<file path="src/rtl/adder_pkg.sv">
// rtl/adder_pkg.sv - shared mode constants and slice sizing for the pipelined adder
package adder_pkg;

  localparam logic MODE_ADD = 1'b0;
  localparam logic MODE_SUB = 1'b1;

  function automatic int slice_width(input int width, input int stages);
    return width / stages;
  endfunction

endpackage

</file>
<file path="src/rtl/adder_slice.sv">
// rtl/adder_slice.sv - combinational ripple of W_S full-adder cells
module adder_slice #(
  parameter int W_S = 4
) (
  input  logic [W_S-1:0] a,
  input  logic [W_S-1:0] b,
  input  logic           cin,
  output logic [W_S-1:0] s,
  output logic           cout,
  output logic           c_msb_in
);

  logic [W_S:0]   c;
  logic [W_S-1:0] p;

  assign c[0] = cin;

  for (genvar i = 0; i < W_S; i++) begin : g_cell
    assign p[i]   = a[i] ^ b[i];
    assign s[i]   = p[i] ^ c[i];
    assign c[i+1] = (a[i] & b[i]) | (p[i] & c[i]);
  end

  assign cout     = c[W_S];
  assign c_msb_in = c[W_S-1];

endmodule

</file>
<file path="src/rtl/pipelined_adder.sv">
// rtl/pipelined_adder.sv - STAGES-deep carry-pipelined add/subtract with valid/ready
module pipelined_adder
  import adder_pkg::*;
#(
  parameter int WIDTH  = 8,
  parameter int STAGES = 2
) (
  input  logic             clk,
  input  logic             rst_n,
  input  logic             in_valid,
  output logic             in_ready,
  input  logic [WIDTH-1:0] a,
  input  logic [WIDTH-1:0] b,
  input  logic             cin,
  input  logic             sub,
  output logic             out_valid,
  input  logic             out_ready,
  output logic [WIDTH-1:0] sum,
  output logic             cout,
  output logic             ovf
);

  localparam int W_S = slice_width(WIDTH, STAGES);

  if (WIDTH % STAGES != 0) begin : g_bad_width
    $error("pipelined_adder: WIDTH must be a multiple of STAGES");
  end

  logic advance;

  assign advance  = ~out_valid | out_ready;
  assign in_ready = advance;

  // Stage k holds the low (k+1)*W_S sum bits plus the not-yet-added operand bits above them.
  for (genvar k = 0; k < STAGES; k++) begin : g_stage
    localparam int H_IN = WIDTH - k * W_S;
    localparam int LO   = (k + 1) * W_S;

    logic [H_IN-1:0] src_a;
    logic [H_IN-1:0] src_b;
    logic            src_c;
    logic            src_v;
    logic [LO-1:0]   nxt_s;
    logic [W_S-1:0]  slice_s;
    logic            slice_co;
    logic            slice_cm;
    logic            v_q;
    logic            c_q;
    logic [LO-1:0]   s_q;

    if (k == 0) begin : g_head
      assign src_a = a;
      assign src_b = (sub == MODE_SUB) ? ~b : b;
      assign src_c = (sub == MODE_SUB) ? 1'b1 : cin;
      assign src_v = in_valid;
      assign nxt_s = slice_s;
    end else begin : g_body
      assign src_a = g_stage[k-1].g_skew.a_q;
      assign src_b = g_stage[k-1].g_skew.b_q;
      assign src_c = g_stage[k-1].c_q;
      assign src_v = g_stage[k-1].v_q;
      assign nxt_s = {slice_s, g_stage[k-1].s_q};
    end

    adder_slice #(.W_S(W_S)) u_slice (
      .a        (src_a[W_S-1:0]),
      .b        (src_b[W_S-1:0]),
      .cin      (src_c),
      .s        (slice_s),
      .cout     (slice_co),
      .c_msb_in (slice_cm)
    );

    always_ff @(posedge clk or negedge rst_n) begin
      if (!rst_n) begin
        v_q <= 1'b0;
        c_q <= 1'b0;
        s_q <= '0;
      end else if (advance) begin
        v_q <= src_v;
        if (src_v) begin
          c_q <= slice_co;
          s_q <= nxt_s;
        end
      end
    end

    if (k < STAGES - 1) begin : g_skew
      logic [H_IN-W_S-1:0] a_q;
      logic [H_IN-W_S-1:0] b_q;
      logic                unused_cm;

      assign unused_cm = slice_cm;

      always_ff @(posedge clk or negedge rst_n) begin
        if (!rst_n) begin
          a_q <= '0;
          b_q <= '0;
        end else if (advance && src_v) begin
          a_q <= src_a[H_IN-1:W_S];
          b_q <= src_b[H_IN-1:W_S];
        end
      end
    end else begin : g_tail
      logic ovf_q;

      always_ff @(posedge clk or negedge rst_n) begin
        if (!rst_n) begin
          ovf_q <= 1'b0;
        end else if (advance && src_v) begin
          ovf_q <= slice_co ^ slice_cm;
        end
      end
    end
  end

  assign out_valid = g_stage[STAGES-1].v_q;
  assign sum       = g_stage[STAGES-1].s_q;
  assign cout      = g_stage[STAGES-1].c_q;
  assign ovf       = g_stage[STAGES-1].g_tail.ovf_q;

endmodule

</file>
<file path="config.mk">
export PLATFORM = sky130hd
export DESIGN_NAME = pipelined_adder
export DESIGN_NICKNAME = d
export VERILOG_FILES = /design/src/rtl/adder_pkg.sv /design/src/rtl/adder_slice.sv /design/src/rtl/pipelined_adder.sv
export SDC_FILE = /design/constraint.sdc
export NUM_CORES = 1
export LEC_CHECK = 0
export CORE_MARGIN = 2
export CORE_UTILIZATION = 42
export CTS_CLUSTER_DIAMETER = 60
export DETAILED_ROUTE_END_ITERATION = 6
export MAX_ROUTING_LAYER = met4
export PLACE_DENSITY = 0.74
export SLEW_MARGIN = 30
export SYNTH_ARGS = -nofsm -noshare
export SYNTH_HDL_FRONTEND = slang
export SYNTH_SLANG_ARGS = --single-unit
</file>
<file path="constraint.sdc">
create_clock -name clk -period 2.3 [get_ports clk]
set_clock_uncertainty 0.15 [all_clocks]
set_input_delay 0.23 -clock clk [delete_from_list [all_inputs] [get_ports clk]]
set_output_delay 0.23 -clock clk [all_outputs]
set_load 0.005 [all_outputs]
</file>
; Word level (Yosys, flattened, before mapping)
; Index checks and enable logic that the tools add are counted.
[op_classes]
n_bitwise = 44
muxes = 2
n_reduce_logical = 4
[ops]
columns = operator, count
row1 = $xor A1 B1 Y1, 17
row2 = $and A1 B1 Y1, 16
row3 = $or A1 B1 Y1, 9
row4 = $mux W8, 1
row5 = $not A8 Y8, 1
row6 = $reduce_and A2 Y1, 2
row7 = $logic_and A1 B1 Y1, 2
row8 = $mux W1, 1
row9 = $not A1 Y1, 1
[totals]
output_inout_bits = 12
ff_bits = 25
input_bits = 22
wordCells = 59

; Logic depth before layout (Yosys ltp)
; Gate-level depths: netlist of run 1.
[logic_depth]
ltp_word = 11
ltp_mapped = 9
ltp_nobuf = 9

; Cells and area by module
; Synthesis of run 1 repeated with hierarchy kept, for this count alone.
[unflattened]
cells_unflattened = 94
hier_area_um2 = 1307.5
[by_module_without_submodules]
columns = mod, cells_each, n_inst, area_per_inst_um2, seq_area_each_um2
row1 = pipelined_adder, 66, 1, 1072.3, 625.6
row2 = adder_slice, 14, 2, 117.6, 0.0

; Worst setup path before layout of run 1
; No wires, ideal clock.
[synth_timing]
path_kind = input port to flip-flop
start = input port sub
end = register g_stage[0].s_q[3]
arrival_time_ns = 2.425
path_buffers = 1
path_slack_ns = -0.400
path_stages = 8
required_time_ns = 2.025
setup_time_ns = 0.125
path_cell_list = buf_2 > xnor2_1 > fa_1 > fa_1 > fa_1 > inv_1 > fa_1 > mux2_4
[synth_via]
elab_chain_len = 9
word_cells_on_any_way = 16
cone_classes = mux: 2 / bitwise: 14
[synth_lines]
columns = item, line
row1 = start: declaration, pipelined_adder.sv:15  ; input logic sub,
row2 = $mux W8, pipelined_adder.sv:53  ; assign src_b = (sub == MODE_SUB) ? ~b : b;
row3 = $xor A1 B1 Y1, adder_slice.sv:19  ; assign p[i] = a[i] ^ b[i];
row4 = $and A1 B1 Y1, adder_slice.sv:21  ; assign c[i+1] = (a[i] & b[i]) | (p[i] & c[i]);
row5 = $or A1 B1 Y1, adder_slice.sv:21
row6 = $and A1 B1 Y1, adder_slice.sv:21
row7 = $or A1 B1 Y1, adder_slice.sv:21
row8 = $and A1 B1 Y1, adder_slice.sv:21
row9 = $or A1 B1 Y1, adder_slice.sv:21
row10 = $xor A1 B1 Y1 *, adder_slice.sv:20  ; assign s[i] = p[i] ^ c[i];
row11 = net g_stage[0].nxt_s[3], pipelined_adder.sv:43  ; logic [LO-1:0] nxt_s;
row12 = end signal: assignment, pipelined_adder.sv:83  ; s_q <= nxt_s;
row13 = end: declaration, pipelined_adder.sv:49  ; logic [LO-1:0] s_q;
; Mark *: on every way through the listed nets, which the timed path passes. The rest lies on a longest branch.
; A chain may end at the register's enable or synchronous reset.

; Worst setup path in the final report of run 1
[layout_timing]
start = register g_stage[0].c_q
end = register g_stage[1].g_tail.ovf_q (netlist: ovf)
[layout_via]
elab_chain_len = 9
[layout_lines]
columns = item, line
row1 = start: declaration, pipelined_adder.sv:48  ; logic c_q;
row2 = start signal: assignment, pipelined_adder.sv:82  ; c_q <= slice_co;
row3 = $and A1 B1 Y1 *, adder_slice.sv:21
row4 = $or A1 B1 Y1 *, adder_slice.sv:21
row5 = $and A1 B1 Y1 *, adder_slice.sv:21
row6 = $or A1 B1 Y1 *, adder_slice.sv:21
row7 = $and A1 B1 Y1 *, adder_slice.sv:21
row8 = $or A1 B1 Y1 *, adder_slice.sv:21
row9 = $and A1 B1 Y1, adder_slice.sv:21
row10 = $or A1 B1 Y1, adder_slice.sv:21
row11 = $xor A1 B1 Y1 *, pipelined_adder.sv:111  ; ovf_q <= slice_co ^ slice_cm;
row12 = end signal: assignment, pipelined_adder.sv:111
row13 = end: declaration, pipelined_adder.sv:105  ; logic ovf_q;
; Every way passes the cells marked *; elsewhere a longest branch is shown, timed or not.

==> metrics.md, run 1 <==
| Metric | Value |
|---|---|
| IO Pins | 34 |
| Fmax | 0.4343 GHz |
| Total GRT Usage | 14.98% |
| Power density cells | 871.3 nW/µm² |
| Post-detailed-route count of antenna-violating nets | 0 |
| Max-cap violations | 0 |
| Seq/Total Area, Yosys | 49.80% |
| Post-synthesis compound-gate area fraction | 0.3984% |
| CTS Buffer Depth | 2 |
| NumNets Final | 163 |
| Synth Area in XOR/XNOR | 6.275% |
| Crit-path most repeated cell | fa_2 |
| Initial antenna violation count | 0 |
| Cells after synthesis | 91 |
| Crit end category | flop |
| Worst-Skew Late Latency | 320 ps |
| Placed cell count | 158 |
| WP data required | 2370 ps |
| Max H-tree Level | 1 |
| Synthesis warning total | 0 |
| Vias in the first global route | 832 |
| Failing checks | DRC, setup timing |
| Die area | 3445 µm² |
| Hold Worst Slack | 95.44 ps |
| Core ar. | 2805 µm² |
| Syn avg cell area | 13.80 µm² |
| Unrepaired setup endpoints after global routing | yes |
| Largest family of logic cells by synthesized area | multiplexers |
| Critical Path, Cell by Cell | inv_2, fa_2, inv_2, fa_2, fa_2, inv_2, fa_2, xnor2_1, mux2_2 |
| R2r setup slk | -3 ps |
| Iteration-0 DRC Markers | 15 |
| Post-CTS Hold Buffers | 0 |
| Post-synthesis mux area share | 21.02% |
| Chip width | 58.69 µm |
| Ant diodes | 0 |
| Die height | 58.69 µm |
| # DRC | 2 |
| Crit path largest cell delay | 380 ps |
| Clock root buffer | clkbuf_4 |
| Count of final max-slew check failures | 0 |
| CP Launch Type | flop |
| Slowest CP cell | dfrtp_1 |
| Mapped Area | 1256 µm² |
| Drt pass-1 iters | 6 |
| Dpl ws | -751.8 ps |
| Worst-Margin Slew | 313.6 ps |
| Global placement routability congestion | 0.6556 |
| Clk sinks | 25 |
| Fin. Hold Viols | 0 |
| First-pass GRT wire length | 3601 µm |
| Reg2reg path depth | 9 |
| Worst path bufs/invs | 3 |
| Setup TNS | -2.716 ps |
| Reg-to-reg startpoint | g_stage[0].c_q |
| Outcome | finished, violations left |
| Critical path's top delay family | adder cells |
| CP Data Arrival Time | 2370 ps |
| Largest net degree at the start of global routing | 26 |
| PnR Total Power | 1502 µW |
| Max VDD drop | 0.3022 mV |
| Vias per Instance | 4.742 |
| Net Count, Synth | 121 |
| RR Endpoint | ovf |
| Post-DP HPWL | 1693 µm |
| Maximum fanout along the worst path | 2 |
| Starting density of the core | 44.78% |
| Drt wl/cell | 13.27 µm |
| Min cycle time layout | 2303 ps |
| Leakage | 0.0008120 µW |
| Via count | 773 |
| Final period util | 100.1% |
| Worst min-delay path class | in -> async |
| Routed WL | 2163 µm |
| Finish-stage setup viols | 1 |
| Synth cell types | 16 |
| Synthesized flop and latch total | 25 |
| Clock slew at reported path FFs | 140 ps |
| CTS tree | built |
| WS Path Type | reg -> reg |
| Worst slew margin | 79.10% |
| Adder-cell share of the synthesized area | 12.75% |
| TritonCTS Buffers | 3 |
| Fraction of the mapped netlist area in simple logic gates | 3.088% |
| Rows | 19 |
| Layout Cells excl Fill | 163 |
| Overflow after GRT | 0 |
| Area delta synth->final | 37.25% |
| Port Buf Inserts | 33 |
| Layout cells sized above 1 | 34.09% |
| Final WS setup | -2.716 ps |
worst max path at each step:
| stage | from | to | slack, ps | depth (start not counted) |
|---|---|---|---|---|
| after CTS | b[0] | g_stage[0].s_q[3] | -20 | 8 |
| after global placement | sub | g_stage[0].s_q[3] | -680 | 8 |
| after floorplan | sub | g_stage[0].s_q[3] | -240 | 8 |
| after detailed placement | sub | g_stage[0].s_q[3] | -750 | 8 |
| after global routing | g_stage[0].c_q | ovf | -70 | 9 |
| final | g_stage[0].c_q | ovf | -3 | 9 |
state kept, by name, indices dropped and copies added, names as in the netlist:
| signal | flops |
|---|---|
| out_valid | 1 |
| cout | 1 |
| g_stage.s_q | 4 |
| g_stage.c_q | 1 |
| g_stage.g_skew.b_q | 4 |
| g_stage.g_skew.a_q | 4 |
| sum | 8 |
| g_stage.v_q | 1 |
| ovf | 1 |
per-stage QoR:
step                utilization (%)  cell area [µm²]
CTS                           61.46             1724
global route                  61.46             1724
global placement              59.14             1659
detailed placement            59.14             1659
floorplan                         -             1275
finish                        61.46             1724
cell usage after synthesis, drive strengths merged:
library cell,n,area [µm²]
o21ai,1,5.000
mux2,15,183.9
inv,18,67.56
dfrtp,25,625.6
nand2b,1,13.76
nand2,3,21.27
buf,2,16.26
nor2,1,3.750
xor2,3,26.28
fa,8,160.2
mux2i,8,80.08
xnor2,6,52.55
layout by cell type, fill, tap and decap left out, drive strengths merged:
cell           netlist  routed
clkdlybuf4s50        0      29
dfrtp               25      25
inv                 18      18
mux2                15      15
mux2i                8       8
fa                   8       8
buf                  2       8
xnor2                6       6
xor2                 3       3
clkbuf               0       3
nand2                3       3
dlygate4sd2          0       2
nor2                 1       1
nand2b               1       1
o21ai                1       1
clkinv               0       1
cell families after synthesis:
| family | Yosys count |
|---|---|
| compound gates | 1 |
| xor+xnor | 9 |
| fa+ha+maj | 8 |
| buf+inv | 20 |
| flops | 25 |
| mux | 23 |
| simple gates | 5 |
metal layers:
metal  up-vias  global-route usage [%]  share of wire, %
met2        26                   25.68                51
met5         -                       -                 0
met1       380                   17.54                42
met3         4                   1.319               5.5
met4         0                   7.792               2.1
li1        363                       -                 -
cell type report:
class | instances | area (µm²)
fill | 242 | 1081
sequential | 25 | 625.6
multi-input combinational | 46 | 585.6
timing repair buffer | 39 | 379.1
inverter | 18 | 67.56
tap | 31 | 38.79
clock buffer | 3 | 22.52
clock inverter | 1 | 5.005
timing repair:
item,in CTS,in global routing
resized for setup,26,1
setup buffers,1,0
pin swaps,5,1
endpoints found under the setup margin,3,3
power breakdown:
group,internal [µW],switching (µW)
Sequential,593,82.7
Combinational,411,219
Clock,65.2,132
(Power assumes the default switching activity.)
==> inputs of run 2 (changes only) <==
--- a/config.mk
+++ b/config.mk
@@ -6,12 +6,12 @@
 export NUM_CORES = 1
 export LEC_CHECK = 0
 export CORE_MARGIN = 2
-export CORE_UTILIZATION = 42
+export CORE_UTILIZATION = 25
 export CTS_CLUSTER_DIAMETER = 60
 export DETAILED_ROUTE_END_ITERATION = 6
 export MAX_ROUTING_LAYER = met4
-export PLACE_DENSITY = 0.74
 export SLEW_MARGIN = 30
 export SYNTH_ARGS = -nofsm -noshare
 export SYNTH_HDL_FRONTEND = slang
 export SYNTH_SLANG_ARGS = --single-unit
+export TNS_END_PERCENT = 10
==> run 2 against run 1 <==
Against the previous run:
- the run ends with setup timing left
- via count decreased by 2.1%
- largest power group unchanged
- total power increased by 6.0%
- die area rose by 63%
- worst hold slack improved by 74 ps
- critical path type unchanged
- core utilization fell by 24 points
- highest routed layer is now met3
- cell count increased by 23%
==> metrics.md, run 2 (synthesis results as in run 1) <==
| Metric | Value |
|---|---|
| CP Launch Type | flop |
| Max-cap violations | 0 |
| Largest register FFs | 8 |
| Vias in the first global route | 834 |
| # DRC | 0 |
| Rows | 25 |
| Die area | 5608 µm² |
| Initial antenna violation count | 0 |
| Vias per Instance | 3.766 |
| Failing checks | setup timing |
| Commonest non-fill, non-tap cells in the layout | 29 x clkdlybuf4s50_1, 25 x dfrtp_1, 12 x inv_1 |
| Post-detailed-route count of antenna-violating nets | 0 |
| Maximum fanout along the worst path | 2 |
| NumNets Final | 165 |
| Commonest non-fill, non-tap cell in the layout | clkdlybuf4s50_1 |
| Core ar. | 4786 µm² |
| IO Pins | 34 |
| Critical path's top delay family | adder cells |
| Worst slew margin | 78.13% |
| Placed cell count | 195 |
| Final period util | 100.9% |
| Worst min-delay path class | in -> async |
| CTS Buffer Depth | 2 |
| Count of final max-slew check failures | 0 |
| Reg-to-reg startpoint | g_stage[0].c_q |
| Crit path largest cell delay | 400 ps |
| Drt wl/cell | 12.20 µm |
| WS Path Type | reg -> reg |
| Global placement routability congestion | 0.7109 |
| Clk sinks | 25 |
| Starting density of the core | 26.25% |
| Area delta synth->final | 44.22% |
| Worst path bufs/invs | 4 |
| Layout Cells excl Fill | 201 |
| First-pass GRT wire length | 3967 µm |
| Clock slew at reported path FFs | 90 ps |
| Port Buf Inserts | 33 |
| Die height | 74.89 µm |
| Worst-Skew Late Latency | 260 ps |
| Layout cells sized above 1 | 35.07% |
| Critical Path, Cell by Cell | inv_2, fa_2, inv_2, fa_2, fa_2, buf_4, buf_4, xnor2_1, mux2_2 |
| Crit-path most repeated cell | fa_2 |
| Power density cells | 879.0 nW/µm² |
| Chip width | 74.89 µm |
| Routed WL | 2453 µm |
| Worst-Margin Slew | 328.0 ps |
| Post-DP HPWL | 1824 µm |
| Fmax | 0.4310 GHz |
| Via count | 757 |
| CTS tree | built |
| Largest net degree at the start of global routing | 26 |
| Total GRT Usage | 9.621% |
| Overflow after GRT | 0 |
| Fin. Hold Viols | 0 |
| Slowest CP cell | dfrtp_1 |
| Max H-tree Level | 1 |
| Drt pass-1 iters | 3 |
| Leakage | 0.0008294 µW |
| Iteration-0 DRC Markers | 7 |
| Crit end category | flop |
| Min cycle time layout | 2320 ps |
| Finish-stage setup viols | 1 |
| WP data required | 2300 ps |
| Final Util | 37.86% |
| CP Data Arrival Time | 2320 ps |
| Crit. Startpoint | g_stage[0].c_q |
| TritonCTS Buffers | 3 |
| Clock root buffer | clkbuf_8 |
| Unrepaired setup endpoints after global routing | yes |
| Outcome | finished, violations left |
| Max VDD drop | 0.3643 mV |
| Ant diodes | 0 |
| Final WS setup | -20.10 ps |
[run 2: cell count changes in the layout (fill, tap and decap cells not counted), sizes merged]
cell and delta:
clkbuf +1, buf +3, clkinv -1, dlygate4sd2 -1
[run 2: final cells by class]
cell class              count  area, µm²
clock buffers               4      45.04
fillers                   462       2974
inverters                  18      67.56
multi-input cells          46      590.6
flip-flops and latches     25      625.6
well taps                  67      83.83
repair buffers             41      399.1
[run 2: power by group]
| group | switching, µW | internal (µW) | total [µW] |
|---|---|---|---|
| registers | 83.6 | 594 | 677 |
| logic | 230 | 424 | 654 |
| clock network | 137 | 124 | 261 |
| total | 451 | 1140 | 1590 |
[run 2: worst reg2reg max path, stage by stage, from the launching register on]
cell and delay, ps:
dfrtp_1 400, inv_2 70, fa_2 190, inv_2 40
fa_2 360, fa_2 380, buf_4 140, buf_4 120
xnor2_1 110, mux2_2 250
[run 2: layer usage]
metal / up-vias / wire length (µm) / global-route usage [%]
li1: 365 / - / -
met1: 372 / 1061 / 11.57
met2: 20 / 1269 / 16.37
met3: 0 / 122 / 1.874
met4: 0 / 0 / 2.778
met5: - / 0 / -
[run 2: through the flow]
| step | total power (µW) | setup TNS, ps | cell area (µm²) | hold WS (ps) | worst slack (ps) |
|---|---|---|---|---|---|
| 2_1_floorplan | 976.7 | -239.7 | 1275 | -215.6 | -239.7 |
| 3_3_place_gp | 1281 | -1252 | 1712 | 320.6 | -711.5 |
| 3_5_place_dp | 1307 | -1413 | 1712 | 342.8 | -787.6 |
| 4_1_cts | 1584 | -87.73 | 1792 | 186.8 | -50.03 |
| 5_1_grt | 1706 | -148.8 | 1812 | 220.3 | -94.57 |
| 6_report | 1592 | -20.10 | 1812 | 169.8 | -20.10 |
[run 2: what timing repair did]
| action | 4_1_cts | 5_1_grt |
|---|---|---|
| setup endpoints to repair | 4 | 3 |
| buffers inserted | 0 | 2 |
| hold buffers | 0 | 0 |
| pin swaps | 5 | 3 |
| gates resized for setup | 27 | 7 |
[run 2: worst paths after layout]
kind	endpoint	slack, ps	depth (start not counted)
min in group clk	g_stage[0].g_skew.b_q[0]	270	4
min	sum[3]	170	2
max	ovf	-20	9
max reg2reg	ovf	-20	9
max in group asynchronous	ovf	1580	2
min reg2reg	sum[6]	360	1
==> inputs of run 3 (changes only) <==
--- a/config.mk
+++ b/config.mk
@@ -5,7 +5,7 @@
 export SDC_FILE = /design/constraint.sdc
 export NUM_CORES = 1
 export LEC_CHECK = 0
-export CORE_MARGIN = 2
+export CORE_MARGIN = 5
 export CORE_UTILIZATION = 25
 export CTS_CLUSTER_DIAMETER = 60
 export DETAILED_ROUTE_END_ITERATION = 6
==> constraint.sdc (replaced) <==
create_clock -name clk -period 2.3 [get_ports clk]
set_clock_uncertainty 0.15 [all_clocks]
set_input_delay 0.46 -clock clk [delete_from_list [all_inputs] [get_ports clk]]
set_output_delay 0.46 -clock clk [all_outputs]
set_load 0.005 [all_outputs]
==> run 3 against run 2 <==
Against the previous run:
- design area is 1.2% lower
- combinational power down 3%
- non-clock buffer count fell by 2
- cell count is 1.0% lower
- the flow still finishes with violations (setup timing)
- register-to-register slack got worse by 30 ps
- sequential power hardly changed
- die area increased by 17%
==> metrics.md, run 3 (synthesis results as in run 1) <==
| Metric | Value |
|---|---|
| First-pass GRT wire length | 4119 µm |
| CTS Buffer Depth | 2 |
| Overflow after GRT | 0 |
| Worst slew margin | 78.55% |
| Post-DP HPWL | 1933 µm |
| Worst-Skew Late Latency | 260 ps |
| # fillers | 467 |
| Maximum fanout along the worst path | 1 |
| NumNets Final | 163 |
| Reg2reg path depth | 9 |
| Commonest non-fill, non-tap cells in the layout | 28 x clkdlybuf4s50_1, 25 x dfrtp_1, 17 x inv_1 |
| Max H-tree Level | 1 |
| IO Pins | 34 |
| Commonest non-fill, non-tap cell in the layout | clkdlybuf4s50_1 |
| Drt wl/cell | 12.36 µm |
| Core ar. | 4786 µm² |
| WS Path Type | in -> reg |
| Initial antenna violation count | 0 |
| Chip width | 80.89 µm |
| Layout cells sized above 1 | 30.30% |
| Count of final max-slew check failures | 0 |
| Outcome | finished, violations left |
| Port Buf Inserts | 33 |
| Worst min-delay path class | reg -> reg |
| Hold Path Cell Cnt | 2 |
| Fmax | 0.4078 GHz |
| Final WS setup | -152.3 ps |
| Unrepaired setup endpoints after global routing | yes |
| # DRC | 0 |
| Failing checks | setup timing |
| Min cycle time layout | 2452 ps |
| Design Area, Final | 1790 µm² |
| Finish-stage setup viols | 2 |
| Final period util | 106.6% |
| Power density cells | 872.9 nW/µm² |
| Clock slew at reported path FFs | 80 ps |
| Crit end category | flop |
| Rows | 25 |
| Clk sinks | 25 |
| Largest register FFs | 8 |
| Area of the multi-input gates | 590.6 µm² |
| Register Area | 625.6 µm² |
| Global placement routability congestion | 0.7580 |
| Drt pass-1 iters | 2 |
| Post-detailed-route count of antenna-violating nets | 0 |
| CTS tree | built |
| Ant diodes | 0 |
| Via count | 747 |
| Post-CTS Hold Buffers | 0 |
| Fin. Hold Viols | 0 |
| Vias in the first global route | 896 |
| Vias per Instance | 3.754 |
| Die area | 6542 µm² |
| TritonCTS Buffers | 3 |
| WP data required | 2300 ps |
| Starting density of the core | 26.25% |
| Max-cap violations | 0 |
| Die height | 80.89 µm |
| Max VDD drop | 0.2826 mV |
| Largest net degree at the start of global routing | 26 |
| Clock root buffer | clkbuf_8 |
| Total GRT Usage | 8.435% |
| Placed cell area | 1704 µm² |
| Routed WL | 2459 µm |
| CP Launch Type | input port |
| Iteration-0 DRC Markers | 18 |
| CP Data Arrival Time | 2450 ps |
| Hold Worst Slack | 357.4 ps |
| Leakage | 0.0008369 µW |
| Area delta synth->final | 42.53% |
| Worst-Margin Slew | 321.8 ps |
-- run 3: layout make-up --
type	instances	share of cell area (%)
well taps	67	4.682
multi-input cells	46	32.98
flip-flops and latches	25	34.94
repair buffers	39	21.10
inverters	18	3.774
clock buffers	4	2.516
-- run 3: routing by layer --
layer  global-route usage, %  vias to the layer above  wire, µm
li1                        -                      359         -
met1                   10.21                      365      1055
met3                   2.106                        2       139
met5                       -                        -         0
met2                   14.12                       21      1245
met4                   2.027                        0        19
-- run 3: timing repair --
action | 4_1_cts | 5_1_grt
setup endpoints to repair | 5 | 4
hold endpoints to repair | 0 | 0
gates cloned | 0 | 0
setup buffers | 0 | 1
pin swaps | 5 | 2
gates resized for setup | 22 | 3
-- run 3: worst max-delay path: stages --
cell	delay, ps
buf_8	100
xnor2_4	130
fa_2	350
fa_2	350
fa_2	340
inv_2	60
fa_1	370
mux2_4	270
-- run 3: final timing paths --
kind                            slack, ps           endpoint            from
worst min-delay path                  360          out_valid  g_stage[0].v_q
worst min register to register        360          out_valid  g_stage[0].v_q
worst max-delay path                 -150  g_stage[0].s_q[3]            b[0]
min in group asynchronous             410             sum[3]           rst_n
worst max register to register        -50                ovf  g_stage[0].c_q
max in group asynchronous            1340                ovf           rst_n
-- run 3: power breakdown --
group | internal, µW | total (µW) | switching (µW)
registers | 594 | 678 | 84.3
logic | 410 | 635 | 225
clock network | 123 | 250 | 126
-- run 3: through the flow --
stage                     cells  worst slack (ps)  total power (µW)  util [%]  setup TNS [ps]
after floorplan              91            -469.7             976.7         -          -492.9
after global placement      194            -915.7              1283     35.61           -1935
after detailed placement    194            -955.2              1316     35.61           -2105
after CTS                   198            -279.5              1588     37.15          -359.1
after global routing        199            -187.7              1692     37.41          -396.0
final                       199            -152.3              1563     37.41          -202.0
==> variant 1: new RTL, flow settings as in run 1 <==
Put a register stage on the output `ovf`, cleared by the reset. The value now appears one clock later. The other outputs are not delayed to match.
--- a/src/rtl/pipelined_adder.sv
+++ b/src/rtl/pipelined_adder.sv
@@ -119,3 +119,9 @@
   assign cout      = g_stage[STAGES-1].c_q;
-  assign ovf       = g_stage[STAGES-1].g_tail.ovf_q;
+  always_ff @(posedge clk or negedge rst_n) begin
+    if (!rst_n) begin
+      ovf <= '0;
+    end else begin
+      ovf <= g_stage[STAGES-1].g_tail.ovf_q;
+    end
+  end
 
Behaviour: not the same (a bounded check fails within 4 cycles, from zero or initial values and one cycle with rst_n low).
==> variant 1 against run 1 <==
Setup slack gained 0.017 ns; synthesized area is 2.0% higher; synthesized cell count grew 1.1%; sequential cell count up 1; power up 4.9%; cell area increased by 2.0%; core utilization down 2.4 points; routed wire length fell by 0.32%; non-clock buffer count is 3 higher; critical path type unchanged.
==> variant 1: results (changes against run 1) <==
status: complete, no violations
top cells by area, synth: dfrtp_1 51%, fa_1 13%, mux2_2 9.7%, mux2i_1 6.3%, inv_1 5.3%
Worst setup startpoint: g_stage[0].c_q$_DFFE_PN0P_
Most used DFF post-synth: dfrtp_1
yosys synthesis warning count: 0 (unchanged)
Seq power: 704 uW (+4.3%)
Psw: 435 uW (+0.42%)
clk root buf: clkbuf_4
post-synth cell types: 16 (unchanged)
number of global-route vias before repair: 818 (-1.7%)
critical path endpoint category: register
antenna cells: 0 (unchanged)
top post-synthesis cells by count: 26 x dfrtp_1, 18 x inv_1, 11 x mux2_2, 8 x fa_1, 8 x mux2i_1
Nets: 167 (+2.5%)
Placer Congestion: 0.746 (+14%)
Clock Latency Late Sink: 0.32 ns (about the same)
final WL: 2.16 mm (-0.32%)
Leakage Power: 0.000835 uW (+2.9%)
Tcrit/Tclk final: 99.4% (-0.75 points)
Post-DP Area: 1690 um^2 (+1.7%)
met1 wire length: 902 um (+0.33%)
sequential element share of the synthesized area: 50.8% (+0.98 points)
r2r setup slk: 0.01 ns (+0.02 ns)
share of cells above drive strength 1: 35.3% (+1.2 points)
CP max FO: 2 (unchanged)
filler cell count: 244 (+0.83%)
syn_nets: 122 (+0.83%)
share of total power in combinational logic: 40.9% (-1.0 points)
H-tree depth: 1 (unchanged)
Worst slew margin: 78.4% (-0.72 points)
CTS buffer count: 3 (unchanged)
largest net degree at the start of global routing: 27 (+3.8%)
kind of cell adding the most delay to the critical path: adder cells
max reg flops: 8 (unchanged)
global-route wire length before repair: 3.68 mm (+2.3%)
DRT Pass-1 Iters: 4 (-2)
Hold Crit Class: in2async
worst stage delay on the critical path: 0.39 ns
CP max-delay cell: dfrtp_1
Met2 Routed Length: 1.11 mm (+1.2%)
Worst IR Drop VDD: 0.431 mV (+42%)
Reg2Reg Depth: 9 (unchanged)
r2r endpoint: g_stage[1].g_tail.ovf_q$_DFFE_PN0P_
GRT Util Overall: 14.9% (-0.083 points)
DR vias/cell: 4.59 (-3.3%)
DRT iter0 DRCs: 9 (-6)
Clock Path Buffers: 2 (unchanged)
Final HPWL DP: 1.55 mm (-8.4%)
initial antenna violation count: 0 (unchanged)
post-place setup slack: -0.714 ns (+0.0379 ns)
metal3 WL: 122 um (+2.5%)
[variant 1: cell type report]
cell class,count,area [um^2],share of cell area (%)
flip-flops and latches,26,651,37.0
inverters,18,67.6,3.84
repair buffers,42,388,22.1
multi-input cells,46,574,32.7
well taps,33,41.3,2.35
clock buffers,4,36.3,2.06
[variant 1: cell families after synthesis]
group,synth area share (%)
buffers and inverters,6.54
xor gates and xnor gates,6.15
and+or+nand+nor,3.03
adders and majority gates,12.5
DFF,50.8
AOI/OAI and AO/OA,0.390
muxes,20.6
[variant 1: stage by stage]
stage	power [uW]	cells
2_1_floorplan	1000	92
3_3_place_gp	1290	161
3_5_place_dp	1320	161
4_1_cts	1590	168
5_1_grt	1700	169
6_report	1580	169
[variant 1: how the worst min path moves through the flow]
stage | end | slack, ns | cells past startpoint | startpoint
2_1_floorplan | cout$_DFFE_PN0P_ | -0.22 | 0 | rst_n
3_3_place_gp | ovf$_DFF_PN0_ | 0.21 | 0 | g_stage[1].g_tail.ovf_q$_DFFE_PN0P_
3_5_place_dp | ovf$_DFF_PN0_ | 0.21 | 0 | g_stage[1].g_tail.ovf_q$_DFFE_PN0P_
4_1_cts | g_stage[0].g_skew.b_q[3]$_DFFE_PN0P_ | 0.12 | 2 | rst_n
5_1_grt | g_stage[0].s_q[2]$_DFFE_PN0P_ | 0.13 | 2 | rst_n
6_report | sum[0]$_DFFE_PN0P_ | 0.11 | 2 | rst_n
[variant 1: what timing repair did]
item | CTS | global route
endpoints found under the setup margin | 3 | 3
setup buffers | 3 | 1
gates cloned | 0 | 0
resized for setup | 23 | 0
pin swaps | 7 | 3
[variant 1: metal layers]
metal | GRT usage [%] | up-vias
li1 | - | 371
met1 | 16.9 | 381
met2 | 25.0 | 21
met3 | 5.24 | 2
met4 | 3.90 | 0
met5 | - | -
==> variant 2: new RTL, config.mk and constraints of run 1 <==
Without the edit above. The parameter `WIDTH` goes from 8 to 12.
--- a/src/rtl/pipelined_adder.sv
+++ b/src/rtl/pipelined_adder.sv
@@ -4,3 +4,3 @@
 #(
-  parameter int WIDTH  = 8,
+  parameter int WIDTH  = 12,
   parameter int STAGES = 2
Ports: changed (resized a, b and sum); port bits go from 34 to 46. No check against the original RTL was run, so the function may have changed too.
==> variant 2 against run 1 <==
Synthesized area grew 47%; setup slack lost 0.67 ns; cell area grew 46%; power grew 57%; routed wire length grew 55%; the flow finishes with violations (setup timing); sequential cell count grew 10; global-route usage grew 0.69 points.
==> variant 2: results (changes against run 1) <==
status: finished, violations left
failing checks: setup timing
fraction of standard cell area in multi-input logic: 35.3% (+1.3 points)
number of global-route vias before repair: 1202 (+44%)
Worst slew margin: 49.2% (-30 points)
multi-input logic cell count: 64 (+39%)
DRT Pass-1 Iters: 4 (-2)
top post-synthesis cells by count: 35 x dfrtp_1, 22 x inv_1, 19 x mux2_4, 12 x fa_1, 10 x mux2i_1
post-place setup slack: -1.47 ns (-0.723 ns)
Worst IR Drop VDD: 0.297 mV (-1.7%)
filler cell count: 342 (+41%)
final worst slack: -0.673 ns (-0.671 ns)
placed instance count: 225 (+42%)
Final HPWL DP: 2.61 mm (+54%)
largest net degree at the start of global routing: 36 (+38%)
H-tree depth: 2 (+1)
Non-clk invs: 22 (+4)
Internal: 1690 uW (+58%)
top cells by area, synth: dfrtp_1 48%, mux2_4 15%, fa_1 13%, mux2i_1 5.4%, inv_1 4.5%
PortBufs: 45 (+36%)
sequential element share of the synthesized area: 47.5% (-2.3 points)
Hold Crit Class: in2reg
Nets: 224 (+37%)
Setup violations, final: 8 (+7)
hold buffer count at cts: 1 (+1)
clk sinks: 35 (+40%)
post-CTS setup buffer count: 0 (-1)
post-synth cell types: 17 (+1)
share of cells above drive strength 1: 37.7% (+3.6 points)
syn_nets: 168 (+39%)
non-clock buffer count: 54 (+38%)
Met2 Routed Length: 1.89 mm (+72%)
total number of vias: 1066 (+38%)
Leakage Power: 0.00121 uW (+49%)
GR Util met2: 27.0% (+1.4 points)
met3 Use GR: 2.45% (+1.1 points)
Signal buf overhead: 20.6% (-1.4 points)
DR vias/cell: 4.54 (-4.3%)
global-route wire length before repair: 5.75 mm (+60%)
Reg2Reg Depth: 11 (+2)
## variant 2: changes by cell type after synthesis, moves of 2 or more
cell | before | now
buf_6 | 1 | 3
dfrtp_1 | 25 | 35
fa_1 | 8 | 12
inv_1 | 18 | 22
mux2_2 | 11 | 4
mux2_4 | 4 | 19
mux2i_1 | 8 | 10
xnor2_1 | 6 | 8
xor2_1 | 3 | 5
## variant 2: per-stage QoR
stage	cell area, um^2	power, uW	utilization (%)
finish	2510	2350	58.5
global route	2510	2520	58.5
CTS	2490	2380	58.1
detailed placement	2400	1950	55.8
global placement	2400	1890	55.8
floorplan	1900	1480	-
## variant 2: cells by family (layout without fill, tap and decap cells)
group | count (synthesis) | count (layout) | share of synthesized area [%]
multiplexers | 33 | 33 | 23.4
XOR/XNOR | 13 | 13 | 6.18
adder cells (fa/ha/maj) | 12 | 12 | 13.0
flip-flops | 35 | 35 | 47.5
buffers and inverters | 27 | 84 | 7.54
AND/OR/NAND/NOR | 5 | 5 | 2.10
AO/OA/AOI/OAI | 1 | 1 | 0.271
